**src/rtl/modulo_gerenciador_rolhas_param.sv**
```systemverilog
// Cork-stock manager: main store feeding the sealer, operator-loaded reservoir,
// batch refill FSM (IDLE/XFER) and sealed-bottle dozen counting.
// Ports:
//   clk, Nclr        clock and synchronous active-low clear
//   enable           run; 0 freezes all registers and silences pulses
//   res_add          +1 cork into the reservoir
//   op_req           manual refill request
//   consume          a cork is used this cycle
//   main_level       main-store count
//   res_level        reservoir count
//   ro, min_flag     combinational empty / low-level flags on main_level
//   xfer_busy        FSM in XFER
//   xfer_done        one-cycle pulse after the final move of a refill
//   res_ovf          sticky reservoir-full rejection flag
//   dozen_pulse      one-cycle pulse per completed dozen
//   dozens           dozen count, 0..DZ_MAX-1
//   dz_wrap          one-cycle pulse when dozens wraps
module modulo_gerenciador_rolhas_param #(
  parameter int unsigned W         = 7,
  parameter int unsigned CAP_MAIN  = 99,
  parameter int unsigned CAP_RES   = 99,
  parameter int unsigned MIN_LEVEL = 5,
  parameter int unsigned BATCH     = 20,
  parameter int unsigned DOZEN     = 12,
  parameter int unsigned DZ_MAX    = 10,
  parameter int unsigned DZ_W      = 4
) (
  input  logic            clk,
  input  logic            Nclr,
  input  logic            enable,
  input  logic            res_add,
  input  logic            op_req,
  input  logic            consume,
  output logic [W-1:0]    main_level,
  output logic [W-1:0]    res_level,
  output logic            ro,
  output logic            min_flag,
  output logic            xfer_busy,
  output logic            xfer_done,
  output logic            res_ovf,
  output logic            dozen_pulse,
  output logic [DZ_W-1:0] dozens,
  output logic            dz_wrap
);

  localparam int unsigned BW  = (DOZEN > 1) ? $clog2(DOZEN) : 1;
  localparam int unsigned MVW = $clog2(BATCH + 1);

  typedef enum logic {IDLE, XFER} state_t;

  state_t          state_q, state_d;
  logic [W-1:0]    main_q, main_d;
  logic [W-1:0]    res_q, res_d;
  logic [MVW-1:0]  moved_q, moved_d;
  logic [BW-1:0]   bottle_q, bottle_d;
  logic [DZ_W-1:0] dozens_q, dozens_d;
  logic            res_ovf_q, res_ovf_d;
  logic            done_q, done_d;
  logic            dp_q, dp_d;
  logic            dzw_q, dzw_d;

  logic can_move, move, cons_ok, add_ok;

  // Next-state: net level update, refill FSM, dozen counting
  always_comb begin
    state_d   = state_q;
    main_d    = main_q;
    res_d     = res_q;
    moved_d   = moved_q;
    bottle_d  = bottle_q;
    dozens_d  = dozens_q;
    res_ovf_d = res_ovf_q;
    done_d    = 1'b0;
    dp_d      = 1'b0;
    dzw_d     = 1'b0;
    can_move  = (res_q != '0) && (main_q < W'(CAP_MAIN));
    move      = 1'b0;
    cons_ok   = 1'b0;
    add_ok    = 1'b0;

    if (enable) begin
      move    = (state_q == XFER) && can_move;
      cons_ok = consume && (main_q != '0);
      // A same-cycle move frees one slot, so the add fits even at the cap
      add_ok  = res_add && ((res_q < W'(CAP_RES)) || move);
      if (res_add && !add_ok) res_ovf_d = 1'b1;

      main_d = main_q + W'(move) - W'(cons_ok);
      res_d  = res_q + W'(add_ok) - W'(move);

      case (state_q)
        IDLE: begin
          if ((min_flag || op_req) && can_move) begin
            state_d = XFER;
            moved_d = '0;
          end
        end
        XFER: begin
          if (!move) begin
            state_d = IDLE;
            done_d  = 1'b1;
          end else begin
            moved_d = moved_q + MVW'(1);
            if ((moved_d == MVW'(BATCH)) || (res_d == '0) || (main_d == W'(CAP_MAIN))) begin
              state_d = IDLE;
              done_d  = 1'b1;
            end
          end
        end
        default: state_d = IDLE;
      endcase

      if (cons_ok) begin
        if (bottle_q == BW'(DOZEN - 1)) begin
          bottle_d = '0;
          dp_d     = 1'b1;
          if (dozens_q == DZ_W'(DZ_MAX - 1)) begin
            dozens_d = '0;
            dzw_d    = 1'b1;
          end else begin
            dozens_d = dozens_q + DZ_W'(1);
          end
        end else begin
          bottle_d = bottle_q + BW'(1);
        end
      end
    end
  end

  // State register with synchronous clear
  always_ff @(posedge clk) begin
    if (!Nclr) begin
      state_q   <= IDLE;
      main_q    <= '0;
      res_q     <= '0;
      moved_q   <= '0;
      bottle_q  <= '0;
      dozens_q  <= '0;
      res_ovf_q <= 1'b0;
      done_q    <= 1'b0;
      dp_q      <= 1'b0;
      dzw_q     <= 1'b0;
    end else begin
      state_q   <= state_d;
      main_q    <= main_d;
      res_q     <= res_d;
      moved_q   <= moved_d;
      bottle_q  <= bottle_d;
      dozens_q  <= dozens_d;
      res_ovf_q <= res_ovf_d;
      done_q    <= done_d;
      dp_q      <= dp_d;
      dzw_q     <= dzw_d;
    end
  end

  assign main_level  = main_q;
  assign res_level   = res_q;
  assign ro          = (main_q == '0);
  assign min_flag    = (main_q <= W'(MIN_LEVEL));
  assign xfer_busy   = (state_q == XFER);
  assign xfer_done   = done_q;
  assign res_ovf     = res_ovf_q;
  assign dozen_pulse = dp_q;
  assign dozens      = dozens_q;
  assign dz_wrap     = dzw_q;

endmodule

```
**config.mk**
```make
export PLATFORM = sky130hd
export DESIGN_NAME = modulo_gerenciador_rolhas_param
export DESIGN_NICKNAME = d
export VERILOG_FILES = /design/src/rtl/modulo_gerenciador_rolhas_param.sv
export SDC_FILE = /design/constraint.sdc
export NUM_CORES = 1
export LEC_CHECK = 0
export ABC_CLOCK_PERIOD_IN_PS = 3600
export CELL_PAD_IN_SITES_DETAIL_PLACEMENT = 2
export CELL_PAD_IN_SITES_GLOBAL_PLACEMENT = 2
export CORE_MARGIN = 10
export CORE_UTILIZATION = 30
export DETAILED_ROUTE_END_ITERATION = 8
export MAX_ROUTING_LAYER = met4
export PLACE_DENSITY_LB_ADDON = 0.2
export SLEW_MARGIN = 20
export SYNTH_ARGS = -nofsm -noshare
export SYNTH_HDL_FRONTEND = slang
export SYNTH_SLANG_ARGS = --single-unit
```
**constraint.sdc**
```tcl
create_clock -name clk -period 3.6 [get_ports clk]
set_clock_uncertainty 0.05 [all_clocks]
set_input_delay 0.72 -clock clk [delete_from_list [all_inputs] [get_ports clk]]
set_output_delay 0.72 -clock clk [all_outputs]
set_load 0.005 [all_outputs]
```
# Word-level counts from Yosys, hierarchy flattened
# Cells that the tools add are included.
[classes] muxes=13 bitwise=1 order_cmp=3 n_eq_ne=6 n_reduce_logical=22 addsub=7
[op_table] cell="$add A7 B1 Y7" n=2
[op_table] cell="$logic_not A7 Y1" n=2
[op_table] cell="$lt A7 B7 Y1 const B" n=2
[op_table] cell="$reduce_bool A7 Y1" n=2
[op_table] cell="$sub A7 B1 Y7" n=2
[op_table] cell="$reduce_and A3 Y1" n=4
[op_table] cell="$mux W5" n=2
[op_table] cell="$pmux W5 S2" n=1
[op_table] cell="$add A4 B1 Y4 const B" n=2
[op_table] cell="$eq A4 B4 Y1 const B" n=2
[op_table] cell="$mux W4" n=2
[op_table] cell="$eq A7 B7 Y1 const B" n=1
[op_table] cell="$le A7 B3 Y1 const B" n=1
[op_table] cell="$mux W1" n=7
[op_table] cell="$logic_and A1 B1 Y1" n=6
[op_table] cell="$add A5 B1 Y5 const B" n=1
[op_table] cell="$eq A5 B5 Y1 const B" n=1
[op_table] cell="$logic_or A1 B1 Y1" n=4
[op_table] cell="$reduce_and A2 Y1" n=2
[op_table] cell="$reduce_and A4 Y1" n=1
[op_table] cell="$ne A2 B1 Y1 const B" n=1
[op_table] cell="$ne A2 B2 Y1 const B" n=1
[op_table] cell="$pmux W1 S2" n=1
[op_table] cell="$logic_not A1 Y1" n=1
[op_table] cell="$not A1 Y1" n=1
[word_totals] regBits=32 elab_cells=62 output_inout_bits=25

# Depth between registers and ports, before layout
# Gate-level depths: netlist (run 1).
[depth] word_depth=13 mapped_depth=16

# Worst setup path after synthesis (run 1)
# OpenSTA, ideal clock, no wires.
[synth_timing] path_kind="reg2reg" from="reg main_q[4] (netlist: main_level[4])" to="reg state_q (netlist: xfer_busy)" required_ps=3436 arrival_time_ps=3498 path_stages_with_launch=17 path_slack_ps=-62 n_path_buf=0 path_cell_list="dfxtp_1 -> inv_1 -> ha_1 -> or3b_1 -> or2_2 -> and2_1 -> ha_1 -> inv_1 -> ha_1 -> inv_1 -> fa_1 -> nand2b_1 -> a221o_1 -> nand3_1 -> o311ai_1 -> o32a_1 -> a2bb2o_4"
[synth_via] elab_chain_cells=13
[synth_lines] element="from (decl)" line="52" text="logic [W-1:0] main_q, main_d;"
[synth_lines] element="from (signal assigned)" line="145" text="main_q <= main_d;"
[synth_lines] element="$lt A7 B7 Y1" line="76" text="can_move = (res_q != '0) && (main_q < W'(CAP_MAIN));"
[synth_lines] element="$logic_and A1 B1 Y1" line="76"
[synth_lines] element="$logic_and A1 B1 Y1" line="82" text="move = (state_q == XFER) && can_move;"
[synth_lines] element="$logic_or A1 B1 Y1" line="85" text="add_ok = res_add && ((res_q < W'(CAP_RES)) || move);"
[synth_lines] element="$logic_and A1 B1 Y1" line="85"
[synth_lines] element="$add A7 B1 Y7" line="89" text="res_d = res_q + W'(add_ok) - W'(move);"
[synth_lines] element="$sub A7 B1 Y7" line="89"
[synth_lines] element="$logic_not A7 Y1" line="104" text="if ((moved_d == MVW'(BATCH)) || (res_d == '0) || (main_d == W'(CAP_MAIN))) begin"
[synth_lines] element="$logic_or A1 B1 Y1 (2 in series)" line="104"
[synth_lines] element="$mux W1" line="104"
[synth_lines] element="$mux W1" line="99" text="if (!move) begin"
[synth_lines] element="$pmux W1 S2 *" line="91" text="case (state_q)"
[synth_lines] element="to (signal assigned)" line="144" text="state_q <= state_d;"
[synth_lines] element="to (decl)" line="51" text="state_t state_q, state_d;"
# Mark *: on every way between the ends. The rest lies on a longest branch, timed or not.
# A chain may end at the register's enable or synchronous reset.

# Worst setup path in the final report (run 1)
# Same ends and word-level chain as after synthesis.

==> results of run 1 <==
[worst paths after layout]
path | from | end | slack [ns]
min reg2reg | bottle_q[2] | bottle_q[2] | 0.46
max | main_level[4] | xfer_busy | 0.07
max reg2reg | main_level[4] | xfer_busy | 0.07
min | bottle_q[2] | bottle_q[2] | 0.46
[cells by family after synthesis]
kind of cell	count (synthesis)
xor gates and xnor gates	12
DFF	32
buffers and inverters	37
muxes	8
and+or+nand+nor	80
adders and majority gates	31
AOI/OAI and AO/OA	62
[layout make-up]
| type | count | area (µm²) | area share (%) |
|---|---|---|---|
| clock buffers | 6 | 72.6 | 2.43 |
| well taps | 99 | 124 | 4.15 |
| inverters | 31 | 121 | 4.07 |
| flip-flops and latches | 32 | 644 | 21.6 |
| clock inverters | 2 | 35.0 | 1.17 |
| repair buffers | 51 | 458 | 15.3 |
| multi-input cells | 193 | 1530 | 51.2 |
[sequential cells by signal (all words and copies together) (netlist names)]
name,count
xfer_busy,1
main_level,7
res_level,7
bottle_q,4
dozen_pulse,1
dz_wrap,1
res_ovf,1
dozens,4
xfer_done,1
moved_q,5
[cell usage after synthesis, drive strengths merged (2+ instances only)]
master  count  area [µm²]
dfxtp      32         641
inv        31         116
ha         29         363
nor2       25        93.8
a21oi      16        80.1
nand2      12        45.0
o21ai      11        55.1
nand3      10        50.1
xnor2      10        87.6
mux2i       7        70.1
a211oi      6        45.0
nand2b      5        31.3
nor3b       5        37.5
a31oi       4        25.0
clkbuf      4        15.0
a22o        3        26.3
nand4       3        18.8
or2         3        18.8
or3         3        18.8
a21o        2        15.0
and2        2        12.5
and3        2        12.5
buf         2        7.51
fa          2        40.0
nor2b       2        12.5
nor3        2        10.0
o211a       2        20.0
o21a        2        15.0
o21bai      2        15.0
or3b        2        17.5
xor2        2        17.5
[routing by layer]
metal | track usage [%] | vias to the layer above | routed length [µm]
met5 | - | - | 0
met4 | 4.84 | 0 | 158
met3 | 2.66 | 10 | 239
met2 | 22.3 | 34 | 3550
met1 | 16.2 | 1028 | 3350
li1 | - | 1015 | -
[through the flow]
step / utilization, % / hold slack [ns] / cell area (µm²)
global placement: 38.1 / 0.430 / 2750
global route: 41.4 / 0.488 / 2980
detailed placement: 38.1 / 0.451 / 2750
finish: 41.4 / 0.458 / 2980
floorplan: - / 0.409 / 2220
CTS: 40.5 / 0.465 / 2920
[power by group through the flow]
| stage | logic (mW) | clock network [mW] | registers, mW |
|---|---|---|---|
| 4_1_cts | 1.91 | 0.357 | 0.515 |
| 3_3_place_gp | 1.71 | 0 | 0.514 |
| 6_report | 2.03 | 0.346 | 0.516 |
| 2_1_floorplan | 1.07 | 0 | 0.529 |
| 3_5_place_dp | 1.77 | 0 | 0.518 |
| 5_1_grt | 2.27 | 0.375 | 0.534 |
[tightest hold or removal path: stages (launching register included)]
cell     delay (ns)
dfxtp_1        0.34
nand2_1        0.07
a21oi_1        0.05
[repair_timing]
item | CTS | global route
setup endpoints to repair | 2 | 2
setup buffers | 2 | 2
resized for setup | 10 | 12
pin swaps | 8 | 6
==> reports/metrics.yaml, run 1 <==
status: "completed"
cp.required_ns: 3.74
cts_tree: "done"
synth_cells: 262
grt_pass1_vias: 2303
grtUsageTotal_pct: 13.6
synth_top_family_by_area: "compound AO/OA/AOI/OAI gates"
crit_path_start_kind: "register"
synth_fa_ha_area_share_pct: 18.2
pin_count: 31
setup_slack_ns: 0.0689
finalSetupTns_ns: 0
cp_max_fo: 2
via_per_inst: 5.04
initialDrtViolationCount: 60
r2r_cells: 16
areaGrowthSynthToFinish_pct: 34.7
synth_xor_xnor_area_share_pct: 4.74
dp_cells: 402
dp_slack_ns: -0.104
crit_path_end_kind: "register"
p_clk_share_pct: 11.9
final_cell_mix: "30 x clkdlybuf4s50_1, 29 x dfxtp_1, 27 x inv_1"
path_delay_family: "simple AND/OR/NAND/NOR gates"
vias: 2087
hpwl_um: 5540
clock_sinks: 32
cts.hold.buffers_added: 0
first_pass_iters: 4
syn-cell-area_mm2: 0.00222
path_class: "reg -> reg"
wl_per_cell_um: 17.6
synthSimpleGateAreaFrac_pct: 18.6
path_common_cell: "ha_4"
worstHoldPathType: "reg -> reg"
core-area_mm2: 0.00721
die_x_um: 106
period_share_pct: 98.1
place.gp.congestion: 0.789
syn-num-nets: 299
synthMuxAreaShare_pct: 3.67
switching_power_mw: 1.28
ctsRootBufferMaster: "clkbuf_8"
fill_cells: 870
wirelength_um: 7290
hold_viol: 0
synth_edf_count: 0
p_total_mw: 2.90
p_int_mw: 1.62
drc_errors: 0
leakagePower_nw: 1.24
die_y_um: 106
syn_avg_cell_area_um2: 8.46
max_freq_mhz: 283
final_nets: 351
ys_seq_area_share_pct: 28.9
critPathArrivalTime_ns: 3.67
vdd_drop_max_mv: 0.391
numCtsBuffers: 5
cts_max_level: 2
grt_first_pass_wirelength_um: 12000
fin_cells: 414
worstMarginPinSlew_ns: 0.762
drive_gt1_share_pct: 17.1
final_common_cell: "clkdlybuf4s50_1"
slew_headroom_pct: 49.1
rsz0062_at_grt: "true"
synth.distinct_cells: 51
drtAntennaViolNets: 0
io_buffers: 30
setup_viol: 0
sw_frac_of_total_pct: 44.2
cts_buffer_depth: 2
synthArstFlopShare_pct: 0
insertedDiodeCount: 0
grt-ovfl-total: 0
synthFlopType: "dfxtp_1"
powerDensity_mw_per_mm2: 971
crit_chain: "inv_2, ha_4, or3b_4, or2_4, and2_4, ha_4, inv_4, ha_4, inv_4, fa_2, nand2b_4, a221o_1, nand3_2, o311ai_4, o32a_1, a2bb2o_4"
critPathMaxStageDelay_ns: 0.38
cp.depth: 16
std_cell_rows: 31
die_area_mm2: 0.0112
antenna_found_initial: 0
p_comb_share_pct: 70.2
whs_path_depth: 2
start_util_pct: 30.7
fin_crit_ns: 3.53
seqPwrFrac_pct: 17.8
path_buf_inv: 3
synth-seq-cells: 32
slowest_stage: "o32a_1"
clk_latency_ns: 0.29
slew_violations: 0
cap_violations: 0
clk_pin_slew_ns: 0.07
yosysWarnings: 0
synth_compound_area_share_pct: 19.6
grt_max_degree: 29
Power figures use the tool's default switching activity.
==> run 2, diff against run 1 <==
- ABC_CLOCK_PERIOD_IN_PS: 3600 -> 4300
- CORE_UTILIZATION: 30 -> 35
- CTS_CLUSTER_SIZE: unset -> 30
- clock period: 3.6 -> 4.3 ns (I/O delays scaled with it)
==> reports/metrics.yaml, run 2 (synthesis results as in run 1) <==
grt-ovfl-total: 0
status: "completed"
fill_cells: 693
place.gp.congestion: 0.835
drive_gt1_share_pct: 4.75
grt_max_degree: 30
clk_latency_ns: 0.29
wirelength_um: 6870
die_y_um: 99.6
dp_slack_ns: 0.279
clk_pin_slew_ns: 0.07
initialDrtViolationCount: 53
cp_max_fo: 4
final_common_cell: "dfxtp_1"
setup_viol: 0
wl_per_cell_um: 18.6
pin_count: 31
ctsRootBufferMaster: "clkbuf_8"
crit_path_end_kind: "register"
die_area_mm2: 0.00991
max_freq_mhz: 247
clock_sinks: 32
vdd_drop_max_mv: 0.325
final_cell_mix: "32 x dfxtp_1, 31 x inv_1, 30 x clkdlybuf4s50_1"
drc_errors: 0
grtUsageTotal_pct: 14.7
via_per_inst: 5.51
crit_path_start_kind: "register"
cap_violations: 0
post-route-util_pct: 44.9
postCtsSetupRepairBufs: 0
p_total_mw: 2.09
start_util_pct: 36.8
fin_crit_ns: 4.04
ctsResizeCount: 0
worstMarginPinSlew_ns: 0.813
cts_buffer_depth: 2
hold_viol: 0
finalSetupTns_ns: 0
core-area_mm2: 0.00603
slew_violations: 0
grt_pass1_vias: 2149
setup_slack_ns: 0.258
cts_max_level: 2
cts_tree: "done"
powerDensity_mw_per_mm2: 773
insertedDiodeCount: 0
std_cell_rows: 28
hpwl_um: 5170
numCtsBuffers: 5
antenna_found_initial: 0
final_nets: 331
vias: 2037
whs_ns: 0.480
io_buffers: 30
die_x_um: 99.6
leakagePower_nw: 1.13
first_pass_iters: 4
areaGrowthSynthToFinish_pct: 22.0
rsz0062_at_grt: "false"
worstHoldPathType: "reg -> reg"
slew_headroom_pct: 45.8
period_share_pct: 94.0
critPathArrivalTime_ns: 4.18
path_class: "reg -> reg"
grt_first_pass_wirelength_um: 11500
cts.hold.buffers_added: 0
cp.required_ns: 4.44
drtAntennaViolNets: 0
-- run 2: changes by cell type in the layout (fill, tap and decap cells not counted), moves of 2 or more --
cell,before,now
inv_2,2,0
ha_1,26,29
inv_4,2,0
ha_4,3,0
dfxtp_1,29,32
dfxtp_2,3,0
buf_4,21,1
inv_1,27,31
fa_1,0,2
fa_2,2,0
a21oi_1,14,16
a21oi_2,2,0
-- run 2: where the power goes --
group          switching [mW]  internal (mW)  total, mW
Combinational           0.719          0.613       1.33
Clock                   0.126          0.172      0.298
Sequential             0.0976          0.362      0.460
Total                   0.942           1.15       2.09
-- run 2: layout make-up --
cell class,instances,area (µm²),share of cell area (%)
repair buffers,31,308,11.4
multi-input cells,193,1440,53.1
flip-flops and latches,32,641,23.7
well taps,75,93.8,3.47
clock buffers,6,72.6,2.69
inverters,31,116,4.31
clock inverters,2,35.0,1.30
-- run 2: stage by stage --
stage	area [µm²]	instances
2_1_floorplan	2220	262
3_3_place_gp	2590	362
3_5_place_dp	2590	362
4_1_cts	2700	370
5_1_grt	2700	370
6_report	2700	370
-- run 2: layer usage --
metal	up-vias	global-route usage (%)	wire length, µm	part of all wire, %
met5	-	-	0	0
met4	0	3.97	74	1.1
met3	6	3.11	239	3.5
met2	28	25.0	3560	52
met1	1018	17.0	3000	44
li1	985	-	-	-
-- run 2: worst paths after layout --
kind / startpoint / end / slack (ns) / cells past startpoint
worst min register to register: res_level[4] / res_level[4] / 0.48 / 2
worst max-delay path: main_level[5] / xfer_busy / 0.26 / 16
worst max register to register: main_level[5] / xfer_busy / 0.26 / 16
worst min-delay path: res_level[4] / res_level[4] / 0.48 / 2
-- run 2: worst max-delay path: stages (launching register included) --
cell	delay [ns]
dfxtp_1	0.35
inv_1	0.13
ha_1	0.16
or3b_1	0.40
or2_2	0.33
and2_1	0.16
ha_1	0.26
inv_1	0.06
ha_1	0.18
inv_1	0.06
fa_1	0.40
nand2b_1	0.18
a221o_1	0.35
nand3_1	0.12
o311ai_1	0.12
o32a_1	0.41
a2bb2o_4	0.21
==> run 3, diff against run 2 <==
- ABC_CLOCK_PERIOD_IN_PS: 4300 -> 4200
- CAP_MARGIN: unset -> 20
- CORE_UTILIZATION: 35 -> 33
- clock period: 4.3 -> 4.2 ns (I/O delays scaled with it)
==> reports/metrics.yaml, run 3 (synthesis results as in run 1) <==
status: "completed"
io_buffers: 30
critPathMaxStageDelay_ns: 0.40
hold_end: "dozens[3]"
hpwl_um: 5210
cts.hold.buffers_added: 0
fin_crit_ns: 3.99
rrSetupSlack_ns: 0.21
dp_cells: 365
std_cell_rows: 29
max_freq_mhz: 251
rsz0062_at_grt: "false"
vias: 1980
fin_cells: 373
die_y_um: 102
grtUsageTotal_pct: 14.2
numCtsBuffers: 5
r2r_cells: 16
start_util_pct: 34.5
setup_slack_ns: 0.209
areaGrowthSynthToFinish_pct: 22.4
drive_gt1_share_pct: 5.07
drc_errors: 0
vdd_drop_max_mv: 0.427
dp_slack_ns: 0.220
worstMarginPinSlew_ns: 0.743
cap_violations: 0
cp_max_fo: 4
p_clk_share_pct: 14.0
grt-ovfl-total: 0
place_area_mm2: 0.00261
ctsRootBufferMaster: "clkbuf_8"
final_nets: 332
slew_headroom_pct: 50.4
core-area_mm2: 0.00642
regToRegEndpoint: "xfer_busy"
leakagePower_nw: 1.13
period_share_pct: 95.0
postCtsSetupRepairBufs: 0
stdcell_area_mm2: 0.00271
final_common_cell: "dfxtp_1"
via_per_inst: 5.31
grt_max_degree: 30
pin_count: 31
clk_pin_slew_ns: 0.07
cts_max_level: 2
wirelength_um: 6690
cp.required_ns: 4.34
whs_path_depth: 2
finalSetupTns_ns: 0
hold_viol: 0
initialDrtViolationCount: 82
p_int_mw: 1.18
worstHoldPathType: "reg -> reg"
p_comb_share_pct: 64.4
slowest_stage: "fa_1"
grt_first_pass_wirelength_um: 11400
seqPwrFrac_pct: 21.5
clk_latency_ns: 0.29
clock_sinks: 32
die_area_mm2: 0.0104
final_cell_mix: "32 x dfxtp_1, 31 x inv_1, 30 x clkdlybuf4s50_1"
insertedDiodeCount: 0
sw_frac_of_total_pct: 44.7
hold_start: "dozens[3]"
wl_per_cell_um: 17.9
cts_buffer_depth: 2
crit_path_end_kind: "register"
path_class: "reg -> reg"
powerDensity_mw_per_mm2: 788
rr_startpoint: "main_level[4]"
grt_pass1_vias: 2160
setup_viol: 0
first_pass_iters: 4
critPathArrivalTime_ns: 4.13
place.gp.congestion: 0.834
ctsResizeCount: 0
cts_tree: "done"
die_x_um: 102
slew_violations: 0
drtAntennaViolNets: 0
crit_chain: "inv_1, ha_1, or3b_1, or2_2, and2_1, ha_1, inv_1, ha_1, inv_1, fa_1, nand2b_1, a221o_1, nand3_1, o311ai_1, o32a_1, a2bb2o_4"
switching_power_mw: 0.954
antenna_found_initial: 0
crit_path_start_kind: "register"
run 3: changes by cell type in the layout (fill, tap and decap cells not counted):
cell / change
buf_4: +1
run 3: power by group through the flow:
stage	Clock (mW)	Sequential [mW]	Combinational (mW)
floorplan	0	0.452	0.910
global placement	0	0.463	1.34
detailed placement	0	0.466	1.38
CTS	0.312	0.460	1.40
global route	0.325	0.476	1.56
finish	0.300	0.460	1.38
run 3: worst max-delay path: cells and delay by family, from the launching register on:
family / cells / cell delay [ns]
compound gates: 4 / 1.05
fa+ha+maj: 4 / 1.01
flops: 1 / 0.34
buf+inv: 3 / 0.26
simple gates: 5 / 1.14
run 3: how the worst max path moves through the flow:
stage | start | depth (start not counted) | to
after global routing | main_level[1] | 15 | xfer_busy
after global placement | main_level[5] | 16 | xfer_busy
after detailed placement | main_level[4] | 16 | xfer_busy
final | main_level[4] | 16 | xfer_busy
after CTS | main_level[4] | 16 | xfer_busy
after floorplan | main_level[4] | 16 | xfer_busy
run 3: layout make-up:
type	count	area, µm²
Fill cell	724	3710
Clock buffer	6	72.6
Multi-Input combinational cell	193	1440
Tap cell	77	96.3
Clock inverter	2	35.0
Sequential cell	32	641
Timing Repair Buffer	32	315
Inverter	31	116
run 3: metrics by stage:
stage	power [mW]	hold WS, ns	util (%)
6_report	2.14	0.463	42.2
3_5_place_dp	1.85	0.454	40.6
2_1_floorplan	1.36	0.409	-
5_1_grt	2.36	0.492	42.2
4_1_cts	2.17	0.467	42.2
3_3_place_gp	1.80	0.432	40.6
run 3: layer usage:
metal / share of wire [%] / wire length (µm) / global-route usage (%) / up-vias
met5: 0 / 0 / - / -
met4: 1.6 / 108 / 5.21 / 0
met3: 1.7 / 112 / 2.16 / 7
met2: 49 / 3280 / 23.4 / 19
met1: 48 / 3180 / 17.2 / 966
li1: - / - / - / 988
==> patch 1 (config.mk and constraints of run 3) <==
The parameter `DOZEN` goes from 12 to 11.
--- a/src/rtl/modulo_gerenciador_rolhas_param.sv
+++ b/src/rtl/modulo_gerenciador_rolhas_param.sv
@@ -21,7 +21,7 @@
   parameter int unsigned CAP_RES   = 99,
   parameter int unsigned MIN_LEVEL = 5,
   parameter int unsigned BATCH     = 20,
-  parameter int unsigned DOZEN     = 12,
+  parameter int unsigned DOZEN     = 11,
   parameter int unsigned DZ_MAX    = 10,
   parameter int unsigned DZ_W      = 4
 ) (
Function: same outputs for any inputs over 10 cycles, from zero or initial values; that may be too few to reach the edited logic, so the function may still have changed.
==> patch 1 against run 3 <==
  * Power shrank 3.4%
  * Sequential power shrank 3%
  * Wire length shrank 1.8%
  * Sequential cell count is the same
  * Setup slack gained 170 ps
  * Synthesized area grew 1.5%
  * Cell area grew 1.5%
  * Synthesized cell count grew 0.76%
  * Highest routed layer unchanged
==> patch 1: results (changes against run 3) <==
| Metric | Value |
|---|---|
| Count of different cell masters after synthesis | 59 (+16%) |
| Non-clk bufs | 35 (+9.4%) |
| Gate Count Post-Synth | 264 (+0.76%) |
| Clk_buf instances | 7 (+1) |
| Vias in the first global route | 2149 (-0.51%) |
| Pre-CTS setup slack | 193 ps (-27.0 ps) |
| Largest net degree at the start of global routing | 22 (-27%) |
| Buffering overhead | 12.3% (+0.65 points) |
| Post-synth top cells | dfxtp_1, inv_1, ha_1 |
| Peak supply drop | 0.000255 V (-40%) |
| Final net count | 335 (+0.90%) |
| Seq/Total Area, Yosys | 28.5% (-0.43 points) |
| Post-DP HPWL | 5110 µm (-1.9%) |
| Multi-input gate count | 195 (+1.0%) |
| Clock buf/inv share | 3.41% (-0.56 points) |
| Arrival @ worst endpoint | 3940 ps (-190 ps) |
| Initial DRC Count | 48 (-41%) |
| Outcome | complete, no violations |
| Total number of vias | 2005 (+1.3%) |
| Pint | 0.00113 W (-4.2%) |
| Worst-Margin Slew | 797 ps (+54.1 ps) |
| Dpl cells | 372 (+1.9%) |
| Slowest cell on crit path | or3b_4 |
| Gr usage total | 13.1% (-1.1 points) |
| Slowest stage delay, CP | between 400 and 500 ps |
| Mapped Nets | 300 (+0.33%) |
| Placed Area | 2660 µm² (+2.1%) |
| Fraction of area in multi-input gates | 53.3% (+0.37 points) |
| Final instance area | 2750 µm² (+1.5%) |
| Synth-to-Final Area Change | 22.4% (about the same) |
| Post-CTS sizing | 0 (unchanged) |
| First-pass GRT wire length | 10800 µm (-5.1%) |
| # diodes | 0 (unchanged) |
| Routed wire length | 6570 µm (-1.8%) |
| Drt wl/cell | 17.3 µm (-3.6%) |
| Synth area leaders | dfxtp_1, ha_1, inv_1 |
| Layout cell share with drive strength beyond 1 | 6.33% (+1.3 points) |
| Logic inverters | 30 (-3.2%) |
| Pleak | 1.12 nW (-0.85%) |
[patch 1: cell count changes after synthesis, moves of 2 or more]
cell | run 3 | this run
xnor2_1 | 10 | 8
a21oi_1 | 16 | 18
nor2b_1 | 2 | 5
nand3b_1 | 0 | 2
nor2_1 | 25 | 21
buf_2 | 0 | 2
or3b_1 | 2 | 0
[patch 1: metal layers]
metal	GRT usage [%]	up-vias	wire, µm
met5	-	-	0
met4	2.60	0	41
met3	2.48	6	193
met2	21.0	20	3070
met1	16.7	971	3260
li1	-	1008	-
[patch 1: cells by family (layout without fill, tap and decap cells)]
family          after synthesis  count (layout)  synth area share, %
compound gates               68              68                 21.4
xor+xnor                     11              11                 4.28
fa+ha+maj                    30              30                 17.4
buf+inv                      37              73                 6.28
flops                        32              32                 28.5
mux                           7               7                 3.17
simple gates                 79              79                 19.1
[patch 1: power by group through the flow]
stage,clock network [W],registers [W],logic (W)
finish,0.000257,0.000446,0.00136
global route,0.000280,0.000464,0.00153
CTS,0.000267,0.000450,0.00138
detailed placement,0,0.000457,0.00136
global placement,0,0.000454,0.00133
floorplan,0,0.000452,0.000897
[patch 1: final timing paths]
check | slack (ps) | endpoint | start
max reg2reg | 380 | xfer_busy$_SDFFE_PN0P_ | main_level[5]$_SDFFE_PN0P_
min | 450 | bottle_q[3]$_SDFFE_PN0P_ | bottle_q[3]$_SDFFE_PN0P_
min reg2reg | 450 | bottle_q[3]$_SDFFE_PN0P_ | bottle_q[3]$_SDFFE_PN0P_
max | 380 | xfer_busy$_SDFFE_PN0P_ | main_level[5]$_SDFFE_PN0P_
[patch 1: worst max-delay path, delay by kind of cell, from the launching register on]
kind            cells  cell delay [ps]
simple gates        5              980
buf+inv             3              270
fa+ha+maj           4             1000
compound gates      4             1070
flops               1              330
==> patch 2 (flow settings as in run 3) <==
Without the edit above. Add an input register stage for `Nclr`, `enable`, `res_add`, `op_req` and `consume`, without a reset; this delays them by one clock. Comments in the files are not updated.
--- a/src/rtl/modulo_gerenciador_rolhas_param.sv
+++ b/src/rtl/modulo_gerenciador_rolhas_param.sv
@@ -48,6 +48,20 @@
 
   typedef enum logic {IDLE, XFER} state_t;
 
+  logic Nclr_q;
+  logic enable_q;
+  logic res_add_q;
+  logic op_req_q;
+  logic consume_q;
+
+  always_ff @(posedge clk) begin
+    Nclr_q    <= Nclr;
+    enable_q  <= enable;
+    res_add_q <= res_add;
+    op_req_q  <= op_req;
+    consume_q <= consume;
+  end
+
   state_t          state_q, state_d;
   logic [W-1:0]    main_q, main_d;
   logic [W-1:0]    res_q, res_d;
@@ -78,19 +92,19 @@
     cons_ok   = 1'b0;
     add_ok    = 1'b0;
 
-    if (enable) begin
+    if (enable_q) begin
       move    = (state_q == XFER) && can_move;
-      cons_ok = consume && (main_q != '0);
+      cons_ok = consume_q && (main_q != '0);
       // A same-cycle move frees one slot, so the add fits even at the cap
-      add_ok  = res_add && ((res_q < W'(CAP_RES)) || move);
-      if (res_add && !add_ok) res_ovf_d = 1'b1;
+      add_ok  = res_add_q && ((res_q < W'(CAP_RES)) || move);
+      if (res_add_q && !add_ok) res_ovf_d = 1'b1;
 
       main_d = main_q + W'(move) - W'(cons_ok);
       res_d  = res_q + W'(add_ok) - W'(move);
 
       case (state_q)
         IDLE: begin
-          if ((min_flag || op_req) && can_move) begin
+          if ((min_flag || op_req_q) && can_move) begin
             state_d = XFER;
             moved_d = '0;
           end
@@ -129,7 +143,7 @@
 
   // State register with synchronous clear
   always_ff @(posedge clk) begin
-    if (!Nclr) begin
+    if (!Nclr_q) begin
       state_q   <= IDLE;
       main_q    <= '0;
       res_q     <= '0;
Function: changed (a bounded check fails within 4 cycles, from zero or initial values).
==> patch 2 against run 3 <==
  * Highest routed layer unchanged
  * Power rose by 3.9%
  * Sequential cell count grew 5
  * Sequential share of layout area increased by 2.2 points
  * Core utilization down 0.063 points
  * Critical endpoint unchanged
  * Count of clock-buffer cells in the layout unchanged
  * Wire length up 0.46%
  * Synthesized area rose by 4.5%
  * Largest power group unchanged
  * Setup slack improved by 35 ps
  * Cell area rose by 5.6%
==> patch 2: results (changes against run 3) <==
| Metric | Value |
|---|---|
| Outcome | complete, no violations |
| Pint | 0.00125 W (+5.9%) |
| Drt wl/cell | 16.8 µm (-6.1%) |
| Routed wire length | 6720 µm (+0.46%) |
| Post-DP HPWL | 5130 µm (-1.5%) |
| Post-synthesis adder-cell area fraction | 17.4% (-0.78 points) |
| IO Port Bufs | 30 (unchanged) |
| R2R Path End | xfer_busy$_SDFFE_PN0P_ |
| WHS | 458 ps (-5.69 ps) |
| Pleak | 1.19 nW (+5.3%) |
| Mux cell area share after synthesis | 3.51% (-0.16 points) |
| Initial antenna violation count | 0 (unchanged) |
| Final net count | 339 (+2.1%) |
| Final setup violation count | 0 (unchanged) |
| # diodes | 0 (unchanged) |
| Hold_sp | bottle_q[2]$_SDFFE_PN0P_ |
| Dpl cells | 390 (+6.8%) |
| Compound-cell area share of the yosys netlist | 18.2% (-1.4 points) |
| Worst R2R Setup Slack | 240 ps (+40 ps) |
| DR pass1 iterations | 4 (unchanged) |
| Seq/Total Area, Yosys | 32.0% (+3.1 points) |
| H-tree Lvls | 2 (unchanged) |
| Clock tree buffer depth | 2 (unchanged) |
| Total number of vias | 2000 (+1.0%) |
| Vias in the first global route | 2147 (-0.60%) |
| Pre-CTS setup slack | 169 ps (-51.3 ps) |
| Slowest cell on crit path | o32a_1 |
| Gr usage total | 13.0% (-1.1 points) |
| Setup crit start | main_level[4]$_SDFFE_PN0P_ |
| Post-synth EDFFs | 0 (unchanged) |
| Largest net degree at the start of global routing | 30 (unchanged) |
| Mapped Nets | 304 (+1.7%) |
| Count of different cell masters after synthesis | 53 (+3.9%) |
| FFs w/ async S/R, synth | 0% (unchanged) |
| Placed Area | 2740 µm² (+5.0%) |
| RePlAce Congestion | 0.811 (-2.7%) |
| Worst-Margin Slew | 764 ps (+21.0 ps) |
| Synth area leaders | dfxtp_1, ha_1, inv_1 |
| Top cell family by delay on the critical path | simple AND/OR/NAND/NOR gates |
| Arrival @ worst endpoint | 4090 ps (-40 ps) |
| Crit path max fanout | 4 (unchanged) |
| Cells on worst reg2reg path | 16 (unchanged) |
| Layout cell share with drive strength beyond 1 | 7.26% (+2.2 points) |
| First-pass GRT wire length | 11500 µm (+0.67%) |
| CTS buffer count | 5 (unchanged) |
| Post-synth top cells | dfxtp_1, inv_1, ha_1 |
| XOR/XNOR Fraction of Synth Area | 4.54% (-0.20 points) |
| Initial DRC Count | 52 (-37%) |
| Peak supply drop | 0.000285 V (-33%) |
| Hold Path Sink | bottle_q[2]$_SDFFE_PN0P_ |
| Gate Count Post-Synth | 267 (+1.9%) |
| Slowest stage delay, CP | 400 ps (about the same) |
| Root buf cell | clkbuf_8 |
patch 2: what timing repair did:
item,in CTS,in global routing
setup endpoints to repair,0,2
buffers inserted,0,1
resized for setup,0,3
patch 2: area by class of cell:
class | count | area [µm²]
fill | 760 | 3930
multi-input combinational | 194 | 1440
sequential | 37 | 741
timing repair buffer | 34 | 330
tap | 96 | 120
inverter | 30 | 113
clock buffer | 6 | 82.6
clock inverter | 2 | 37.5
patch 2: metal layers:
layer | vias to the layer above | part of all wire, % | track usage (%)
met3 | 6 | 1.7 | 2.04
met5 | - | 0 | -
met1 | 981 | 49 | 16.8
met2 | 15 | 48 | 20.5
met4 | 0 | 0.98 | 3.88
li1 | 998 | - | -
patch 2: logic make-up (layout without fill, tap and decap cells):
family          count (synthesis)  count (layout)
mux                             8               8
fa+ha+maj                      31              31
flops                          37              37
buf+inv                        36              72
simple gates                   82              82
xor+xnor                       12              12
compound gates                 61              61
patch 2: worst max path at each step:
stage | endpoint | slack, ps | cells past startpoint
floorplan | xfer_busy$_SDFFE_PN0P_ | 470 | 16
global placement | xfer_busy$_SDFFE_PN0P_ | 300 | 16
detailed placement | xfer_busy$_SDFFE_PN0P_ | 170 | 16
CTS | xfer_busy$_SDFFE_PN0P_ | 100 | 16
global route | xfer_busy$_SDFFE_PN0P_ | 40 | 16
finish | xfer_busy$_SDFFE_PN0P_ | 240 | 16
patch 2: power by group through the flow:
stage	clock network [W]	registers, W	logic (W)
after global placement	0	0.000510	0.00132
final	0.000329	0.000506	0.00139
after detailed placement	0	0.000513	0.00137
after global routing	0.000358	0.000521	0.00156
after CTS	0.000341	0.000507	0.00139
after floorplan	0	0.000501	0.000891
